## config.mk

```make
export PLATFORM = sky130hd
export DESIGN_NAME = uart_tx_sched
export DESIGN_NICKNAME = d
export VERILOG_FILES = /design/src/rtl/uart_tx_sched_pkg.sv /design/src/rtl/uart_tx_sched_rr_arbiter.sv /design/src/rtl/uart_tx_sched.sv
export SDC_FILE = /design/constraint.sdc
export NUM_CORES = 1
export LEC_CHECK = 0
export CAP_MARGIN = 20
export CORE_MARGIN = 2
export CORE_UTILIZATION = 32
export DETAILED_ROUTE_END_ITERATION = 8
export DONT_BUFFER_PORTS = 1
export GPL_TIMING_DRIVEN = 0
export PLACE_DENSITY_LB_ADDON = 0.2
export SETUP_SLACK_MARGIN = 0.1
export SLEW_MARGIN = 25
export SYNTH_ARGS = -nofsm -noshare
export SYNTH_HDL_FRONTEND = slang
export SYNTH_SLANG_ARGS = --single-unit
```

## constraint.sdc

```tcl
create_clock -name clock -period 4.4 [get_ports clock]
set_input_delay 1.1 -clock clock [delete_from_list [all_inputs] [get_ports clock]]
set_output_delay 1.1 -clock clock [all_outputs]
set_load 0.01 [all_outputs]
```

## src/rtl/uart_tx_sched_pkg.sv

```systemverilog
// Shared types and helpers for the UART TX scheduler.
package uart_tx_sched_pkg;

  typedef enum logic [1:0] {
    ST_IDLE  = 2'd0,
    ST_START = 2'd1,
    ST_DATA  = 2'd2,
    ST_STOP  = 2'd3
  } state_t;

  // Ceiling log2, minimum useful result for value >= 2.
  function automatic int clog2(input int value);
    int res;
    int v;
    res = 0;
    v = value - 1;
    while (v > 0) begin
      res++;
      v = v >> 1;
    end
    return res;
  endfunction

endpackage

```

## src/rtl/uart_tx_sched_rr_arbiter.sv

```systemverilog
// Combinational round-robin arbiter: search starts just above the previous winner.
module rr_arbiter
  import uart_tx_sched_pkg::*;
#(
  parameter int NUM_REQ = 4,
  parameter int IDX_W   = clog2(NUM_REQ)
) (
  input  logic [NUM_REQ-1:0] req,
  input  logic [IDX_W-1:0]   last_grant,
  input  logic               enable,
  output logic [NUM_REQ-1:0] grant,
  output logic [IDX_W-1:0]   idx
);

  int   cand;
  logic found;

  // First asserted request at last_grant+1, +2, ... wrapping modulo NUM_REQ.
  always_comb begin
    grant = '0;
    idx   = '0;
    found = 1'b0;
    cand  = 0;
    for (int off = 1; off <= NUM_REQ; off++) begin
      cand = (int'(last_grant) + off) % NUM_REQ;
      if (!found && req[IDX_W'(cand)]) begin
        found               = 1'b1;
        grant[IDX_W'(cand)] = 1'b1;
        idx                 = IDX_W'(cand);
      end
    end
    if (!enable) begin
      grant = '0;
    end
  end

endmodule

```

## src/rtl/uart_tx_sched.sv

```systemverilog
// Round-robin scheduler sharing one 8N1/8N2 UART TX line between NUM_REQ byte sources.
//
// state    | meaning
// ---------+-------------------------------------------------------------
// ST_IDLE  | line idle high, waiting for a tick with a valid request
// ST_START | start bit (low) on the line
// ST_DATA  | data bit bit_cnt on the line, LSB first
// ST_STOP  | stop bit stop_cnt on the line; last one may chain a new grant
module uart_tx_sched
  import uart_tx_sched_pkg::*;
#(
  parameter int NUM_REQ    = 4,
  parameter int DATA_WIDTH = 8,
  parameter int STOP_BITS  = 1,
  localparam int IDX_W     = clog2(NUM_REQ),
  localparam int BIT_W     = clog2(DATA_WIDTH)
) (
  input  logic                          clock,
  input  logic                          reset,
  input  logic                          baud_tick,
  input  logic [NUM_REQ-1:0]            req_valid,
  input  logic [NUM_REQ*DATA_WIDTH-1:0] req_data,
  output logic [NUM_REQ-1:0]            req_ready,
  output logic                          tx,
  output logic                          busy,
  output logic [IDX_W-1:0]              grant_id,
  output logic                          frame_done
);

  state_t                state_q, state_d;
  logic [DATA_WIDTH-1:0] shreg_q, shreg_d;
  logic [BIT_W-1:0]      bit_cnt_q, bit_cnt_d;
  logic                  stop_cnt_q, stop_cnt_d;
  logic [IDX_W-1:0]      last_grant_q, last_grant_d;
  logic [IDX_W-1:0]      grant_id_q, grant_id_d;
  logic                  tx_q, tx_d;
  logic                  busy_q, busy_d;

  logic [DATA_WIDTH-1:0] req_bytes [NUM_REQ];
  logic [NUM_REQ-1:0]    arb_grant;
  logic [IDX_W-1:0]      arb_idx;
  logic                  stop_last;
  logic                  data_last;
  logic                  accept_win;
  logic                  accept;

  for (genvar g = 0; g < NUM_REQ; g++) begin : g_bytes
    assign req_bytes[g] = req_data[g*DATA_WIDTH +: DATA_WIDTH];
  end

  assign stop_last  = (stop_cnt_q == 1'(STOP_BITS - 1));
  assign data_last  = (bit_cnt_q == BIT_W'(DATA_WIDTH - 1));
  // Reset masks the window so no handshake can complete while in reset.
  assign accept_win = !reset && baud_tick &&
                      ((state_q == ST_IDLE) || ((state_q == ST_STOP) && stop_last));

  rr_arbiter #(
    .NUM_REQ (NUM_REQ),
    .IDX_W   (IDX_W)
  ) u_arb (
    .req        (req_valid),
    .last_grant (last_grant_q),
    .enable     (accept_win),
    .grant      (arb_grant),
    .idx        (arb_idx)
  );

  assign accept = |arb_grant;

  // State and datapath registers; every _d holds its value between ticks.
  always_ff @(posedge clock) begin
    if (reset) begin
      state_q      <= ST_IDLE;
      shreg_q      <= '0;
      bit_cnt_q    <= '0;
      stop_cnt_q   <= 1'b0;
      last_grant_q <= IDX_W'(NUM_REQ - 1);
      grant_id_q   <= '0;
      tx_q         <= 1'b1;
      busy_q       <= 1'b0;
    end else begin
      state_q      <= state_d;
      shreg_q      <= shreg_d;
      bit_cnt_q    <= bit_cnt_d;
      stop_cnt_q   <= stop_cnt_d;
      last_grant_q <= last_grant_d;
      grant_id_q   <= grant_id_d;
      tx_q         <= tx_d;
      busy_q       <= busy_d;
    end
  end

  // Next-state: advance one bit position per baud tick.
  always_comb begin
    state_d = state_q;
    if (baud_tick) begin
      unique case (state_q)
        ST_IDLE:  if (accept) state_d = ST_START;
        ST_START: state_d = ST_DATA;
        ST_DATA:  if (data_last) state_d = ST_STOP;
        ST_STOP:  if (stop_last) state_d = accept ? ST_START : ST_IDLE;
        default:  state_d = ST_IDLE;
      endcase
    end
  end

  // Outputs and datapath: line level, shifter, counters, grant bookkeeping.
  always_comb begin
    shreg_d      = shreg_q;
    bit_cnt_d    = bit_cnt_q;
    stop_cnt_d   = stop_cnt_q;
    last_grant_d = last_grant_q;
    grant_id_d   = grant_id_q;
    tx_d         = tx_q;
    busy_d       = busy_q;
    if (baud_tick) begin
      unique case (state_q)
        ST_START: begin
          tx_d      = shreg_q[0];
          shreg_d   = shreg_q >> 1;
          bit_cnt_d = '0;
        end
        ST_DATA: begin
          if (data_last) begin
            tx_d       = 1'b1;
            stop_cnt_d = 1'b0;
          end else begin
            tx_d      = shreg_q[0];
            shreg_d   = shreg_q >> 1;
            bit_cnt_d = bit_cnt_q + 1'b1;
          end
        end
        ST_STOP: begin
          if (!stop_last) begin
            stop_cnt_d = stop_cnt_q + 1'b1;
          end else if (!accept) begin
            busy_d = 1'b0;
          end
        end
        default: ;
      endcase
      // A grant (from IDLE or chained off the last stop bit) loads a new frame.
      if (accept) begin
        shreg_d      = req_bytes[arb_idx];
        grant_id_d   = arb_idx;
        last_grant_d = arb_idx;
        tx_d         = 1'b0;
        busy_d       = 1'b1;
      end
    end
  end

  assign req_ready  = arb_grant;
  assign frame_done = !reset && baud_tick && (state_q == ST_STOP) && stop_last;
  assign tx         = tx_q;
  assign busy       = busy_q;
  assign grant_id   = grant_id_q;

endmodule

```

==> Word level (Yosys, flattened, before mapping) <==
Cells that the tools add are included.
{ "op_classes": {"div": 0, "n_mul": 0, "bitwise": 5, "add_sub_neg": 6, "n_eq_ne": 10, "n_reduce_logical": 30, "order_cmp": 9, "shift": 0, "muxes": 54} }
{ "op_table": {"columns": ["op", "count"], "rows": [
  ["$mux W8", 4],
  ["$mux W1", 23],
  ["$mux W4", 5],
  ["$bmux W8 S2", 1],
  ["$lt A2 B4 Y1 const B", 4],
  ["$pmux W8 S2", 1],
  ["$mux W2", 7],
  ["$logic_and A1 B1 Y1", 12],
  ["$or A4 B4 Y4", 3],
  ["$reduce_and A3 Y1", 4],
  ["$bmux W1 S2", 4],
  ["$demux W1 S2", 4],
  ["$ge A2 B1 Y1 const B", 4],
  ["$ne A2 B2 Y1 const B", 4],
  ["$pmux W2 S4", 1],
  ["$pmux W3 S2", 1],
  ["$reduce_bool A2 Y1", 3],
  ["$add A2 B1 Y2 const B", 2],
  ["$add A2 B2 Y2 const B", 2],
  ["$eq A2 B2 Y1 const B", 2],
  ["$logic_not A1 Y1", 4],
  ["$pmux W1 S2", 2],
  ["$reduce_and A2 Y1", 2],
  ["$reduce_and A4 Y1", 1],
  ["14 further kinds", 14]
]} }
{ "word_totals": {"latchBits": 0, "register_bits": 20, "output_inout_bits": 9, "rom_bits": 0, "elab_cells": 122, "ramBits": 0, "n_memories": 0} }

==> Longest topological paths before layout <==
{ "logic_depth": {"ltp_word": 19, "ltp_mapped": 12} }

==> Hierarchy <==
From an unflattened synthesis, not the netlist that was laid out.
{ "unflattened": {"cells_unflattened": 200, "hier_area_um2": 1729.2} }
{ "modules_own_cells": {"columns": ["module", "area_each_um2", "cells_each", "instances", "seq_area_each_um2"], "rows": [
  ["uart_tx_sched", 1086.0, 114, 1, 380.4],
  ["rr_arbiter", 643.1, 86, 1, 0.0]
]} }

==> Worst setup path after synthesis <==
No wires, ideal clock.
{ "synth_timing": {"path_kind": "input -> output", "startpoint": "in req_valid[2]", "endpoint": "out req_ready[3]", "stages": 4, "n_path_buf": 0, "arrival_time_ps": 2580, "required_time_ps": 3300, "setup_slack_ps": 720, "path_cell_list": "mux4_2 -> nor4b_2 -> nor3b_1 -> a221o_1"} }
{ "synth_via": {"elab_chain_cells": 14, "elab_cells_between_ends": 29} }
{ "synth_lines": {"columns": ["element", "line", "source"], "rows": [
  ["start: declaration", "uart_tx_sched.sv:21", "input logic [NUM_REQ-1:0] req_valid,"],
  ["$bmux W1 S2", "uart_tx_sched_rr_arbiter.sv:26", "if (!found && req[IDX_W'(cand)]) begin"],
  ["$mux W1 (not written as such) (2 in a row)", "uart_tx_sched_rr_arbiter.sv:26", null],
  ["$mux W1", "uart_tx_sched_rr_arbiter.sv:26", null],
  ["$logic_not A1 Y1", "uart_tx_sched_rr_arbiter.sv:26", null],
  ["$logic_and A1 B1 Y1", "uart_tx_sched_rr_arbiter.sv:26", null],
  ["$mux W1", "uart_tx_sched_rr_arbiter.sv:26", null],
  ["$logic_not A1 Y1", "uart_tx_sched_rr_arbiter.sv:26", null],
  ["$logic_and A1 B1 Y1", "uart_tx_sched_rr_arbiter.sv:26", null],
  ["$mux W1", "uart_tx_sched_rr_arbiter.sv:26", null],
  ["$logic_not A1 Y1", "uart_tx_sched_rr_arbiter.sv:26", null],
  ["$logic_and A1 B1 Y1", "uart_tx_sched_rr_arbiter.sv:26", null],
  ["$mux W4 *", "uart_tx_sched_rr_arbiter.sv:26", null],
  ["$mux W4 *", "uart_tx_sched_rr_arbiter.sv:32", "if (!enable) begin"],
  ["end: declaration", "uart_tx_sched.sv:23", "output logic [NUM_REQ-1:0] req_ready,"]
]} }
Mark *: on every way between the ends. The rest lies on a longest branch, timed or not. The select of a mux whose other input is x is not followed.

==> Worst setup path after layout <==
{ "layout_timing": {"startpoint": "reg last_grant_q[1]", "endpoint": "out req_ready[2]"} }
{ "layout_via": {"elab_chain_cells": 15, "elab_cells_between_ends": 53} }
{ "layout_lines": {"columns": ["element", "line", "source"], "rows": [
  ["start: declaration", "uart_tx_sched.sv:34", "logic [IDX_W-1:0] last_grant_q, last_grant_d;"],
  ["start signal: assignment", "uart_tx_sched.sv:77", "last_grant_q <= IDX_W'(NUM_REQ - 1);"],
  ["start signal: assignment", "uart_tx_sched.sv:86", "last_grant_q <= last_grant_d;"],
  ["parallel branches: the longest is 13 deep, another holds $lt A2 B4 Y1", null, null],
  ["$mux W4 *", "uart_tx_sched_rr_arbiter.sv:26", null],
  ["$mux W4 *", "uart_tx_sched_rr_arbiter.sv:32", null]
]} }
Every way passes the cells marked *. The select of a mux whose other input is x is not followed.

==> reports/metrics.yaml <==
cts_tree: "done"
detail_route.vias_per_cell: 5.46
maximum_clock_frequency_mhz: 242
critical-path-slowest-cell: "sky130_fd_sc_hd__mux4_2"
finalWorstPathRequiredPeriod_ns: 4.14
synth_top_cells_by_count: "25 x sky130_fd_sc_hd__nand2_1, 20 x sky130_fd_sc_hd__nor2_1, 19 x sky130_fd_sc_hd__dfxtp_1"
finalPower_mw: 1.13
synth.avg_cell_area_um2: 9.25
core_area_mm2: 0.00501
worst_path_dominant_cell_family: "simple AND/OR/NAND/NOR gates"
ant_nets: 0
clock_slew_seen_by_the_registers_of_the_worst_setup_and_hold_paths_ns: 0.07
globalRoute.totalOverflow: 0
non_filler_instances: 250
timing_max_transition_violations_final: 0
finalSetupViolCount: 0
worst-setup-path-type: "flop to output port"
pin_count: 48
dieArea_mm2: 0.00570
first_pass_iters: 4
gp_congestion: 0.810
floorplan.initialDensity_pct: 32.7
critPathBufInv: 2
numCtsBuffers: 3
power.density_mw_per_mm2: 633
synth_warn: 0
grt_pass1_vias: 1274
cts-htree-levels: 1
layout_worst_path_cycle_share_pct: 94.0
status: "finished clean"
crit_path_max_incr_delay_ns: 0.46
drive_gt1_share_pct: 19.4
nNetsFinal: 233
crit_path_cell_trace: "buf_2 > inv_1 > ha_2 > mux4_2 > nor4b_4 > nor3b_1 > a221o_1"
detail_route.wirelength_mm: 3.87
routed_wire_length_per_instance_um: 15.5
critical_path_peak_fanout: 10
synth-seq-area-share_pct: 23.2
hold_depth: 2
synthesized_cell_area_mm2: 0.00164
drt_drc_violations_left: 0
portBuffers: 0
worst-path-stages: 7
synth_largest_area_cell: "sky130_fd_sc_hd__dfxtp_1"
grt_usage_pct: 13.4
worstPathRequired_ns: 3.30
min_path_type: "flop to flop"
synth_edf_count: 0
fp.dieH_um: 75.5
yosys_register_bits: 19
max_slew_margin_pct: 47.0
synth_nets: 229
cp-end-kind: "output port"
clock-skew-final_ns: 0.00213
ir_drop_uv: 339
cap_violations: 0
postPlaceCellArea_mm2: 0.00172
grt_first_pass_wirelength_mm: 5.91
worst_r2r_path_depth: 9
clk_path_buf_depth: 2
via_count: 1365
ys_top_cells_by_area: "sky130_fd_sc_hd__dfxtp_1 23%, sky130_fd_sc_hd__mux4_2 17%, sky130_fd_sc_hd__ha_1 9.9%, sky130_fd_sc_hd__a311oi_2 6.4%, sky130_fd_sc_hd__nand2_1 5.7%"
asyncSetResetFlopFracSynth_pct: 0
data_arrival_at_the_endpoint_of_the_critical_path_ns: 3.04
total_leakage_power_nw: 0.674
setup-tns-final_ns: 0
finalHoldViolCount: 0
grt_antenna_before_repair: 0
grt_max_degree: 11
core.rowCount: 26
post-place-cells: 247
fp.dieW_um: 75.5
clockRootBuffer: "sky130_fd_sc_hd__clkbuf_8"
num_antenna_cells: 0
synth.lib_cells_used.distinct: 44
layout_overhead_on_the_synthesized_area_pct: 9.10
yosysMostFrequentCell: "sky130_fd_sc_hd__nand2_1"
synthDominantCellAreaShare_pct: 23.2
clock_latency_reported_for_the_late_side_of_the_worst_skew_pair_ns: 0.26
cp-start-kind: "flop"
drt_first_iter_violations: 47
layout_cell_area_excl_fill_mm2: 0.00179
syn-instance-count: 177
yosys_most_used_dff: "sky130_fd_sc_hd__dfxtp_1"
rsz_0062_raised_after_global_routing: "false"
clkSinkCount: 19
timing_worst_slew_pin_value_ns: 0.790
post-dp-hpwl_mm: 3.08
final cells by class:
cell class                      count  area (um^2)
Inverter                           11         41.3
Fill cell                         533         3220
Buffer                              7         46.3
Tap cell                           70         87.6
Clock buffer                        4         45.0
Multi-Input combinational cell    139         1180
Sequential cell                    19          380
stage by stage:
| stage | worst slack (ns) | util [%] | hold slack [ns] |
|---|---|---|---|
| after global placement | 0.288 | 34.4 | 0.492 |
| after detailed placement | 0.262 | 34.4 | 0.498 |
| after floorplan | 0.720 | - | 0.480 |
| final | 0.264 | 35.6 | 0.507 |
| after CTS | 0.186 | 35.5 | 0.513 |
| after global routing | 0.104 | 35.6 | 0.530 |
flip-flops by register name, indices dropped and copies added, names as in the netlist:
register and cells:
shreg_q 8, bit_cnt_q 3, grant_id 2, last_grant_q 2, state_q 2, busy 1, tx 1
cell usage in the layout, fill, tap and decap left out, types with 4 or more instances in the layout:
master	n
sky130_fd_sc_hd__ha_1	12
sky130_fd_sc_hd__nor3_1	4
sky130_fd_sc_hd__inv_1	11
sky130_fd_sc_hd__a22oi_1	4
sky130_fd_sc_hd__a21oi_1	5
sky130_fd_sc_hd__nor2_1	20
sky130_fd_sc_hd__mux4_2	12
sky130_fd_sc_hd__nand2_1	25
sky130_fd_sc_hd__dfxtp_1	19
sky130_fd_sc_hd__a311oi_2	7
sky130_fd_sc_hd__a221o_1	4
power breakdown:
group	leakage, nW	switching [mW]	internal [mW]
registers	0.155	0.0365	0.214
clock network	0.0228	0.0591	0.0645
logic	0.495	0.393	0.364
total	0.674	0.488	0.642
routing by layer:
layer / GRT usage, % / wire length (um)
met5: 0 / 0
met4: 4.68 / 91
met3: 2.65 / 173
met2: 21.8 / 1860
met1: 17.8 / 1750
worst min-delay path, delay by kind of cell (launching register included):
| kind | cells | cell delay [ns] |
|---|---|---|
| and+or+nand+nor | 1 | 0.06 |
| DFF | 1 | 0.34 |
| AOI/OAI and AO/OA | 1 | 0.05 |
repair_timing:
item,4_1_cts,5_1_grt
setup endpoints to repair,4,3
resized for setup,2,2
hold buffers,0,0
buffers inserted,0,0
path summary, 6_finish.rpt:
| kind | end | startpoint | slack [ns] |
|---|---|---|---|
| max | req_ready[2] | last_grant_q[1]$_SDFFE_PP1P_ | 0.26 |
| min | busy$_SDFFE_PP0P_ | busy$_SDFFE_PP0P_ | 0.51 |
| max reg2reg | shreg_q[7]$_SDFFE_PP0P_ | last_grant_q[1]$_SDFFE_PP1P_ | 0.79 |
| min reg2reg | busy$_SDFFE_PP0P_ | busy$_SDFFE_PP0P_ | 0.51 |
logic make-up after synthesis:
logic type / count (synthesis) / share of synthesized area (%)
compound gates: 39 / 20.3
buf+inv: 19 / 5.58
simple gates: 71 / 21.9
fa+ha+maj: 13 / 9.94
flops: 19 / 23.2
mux: 16 / 19.0
(Power assumes the default switching activity.)
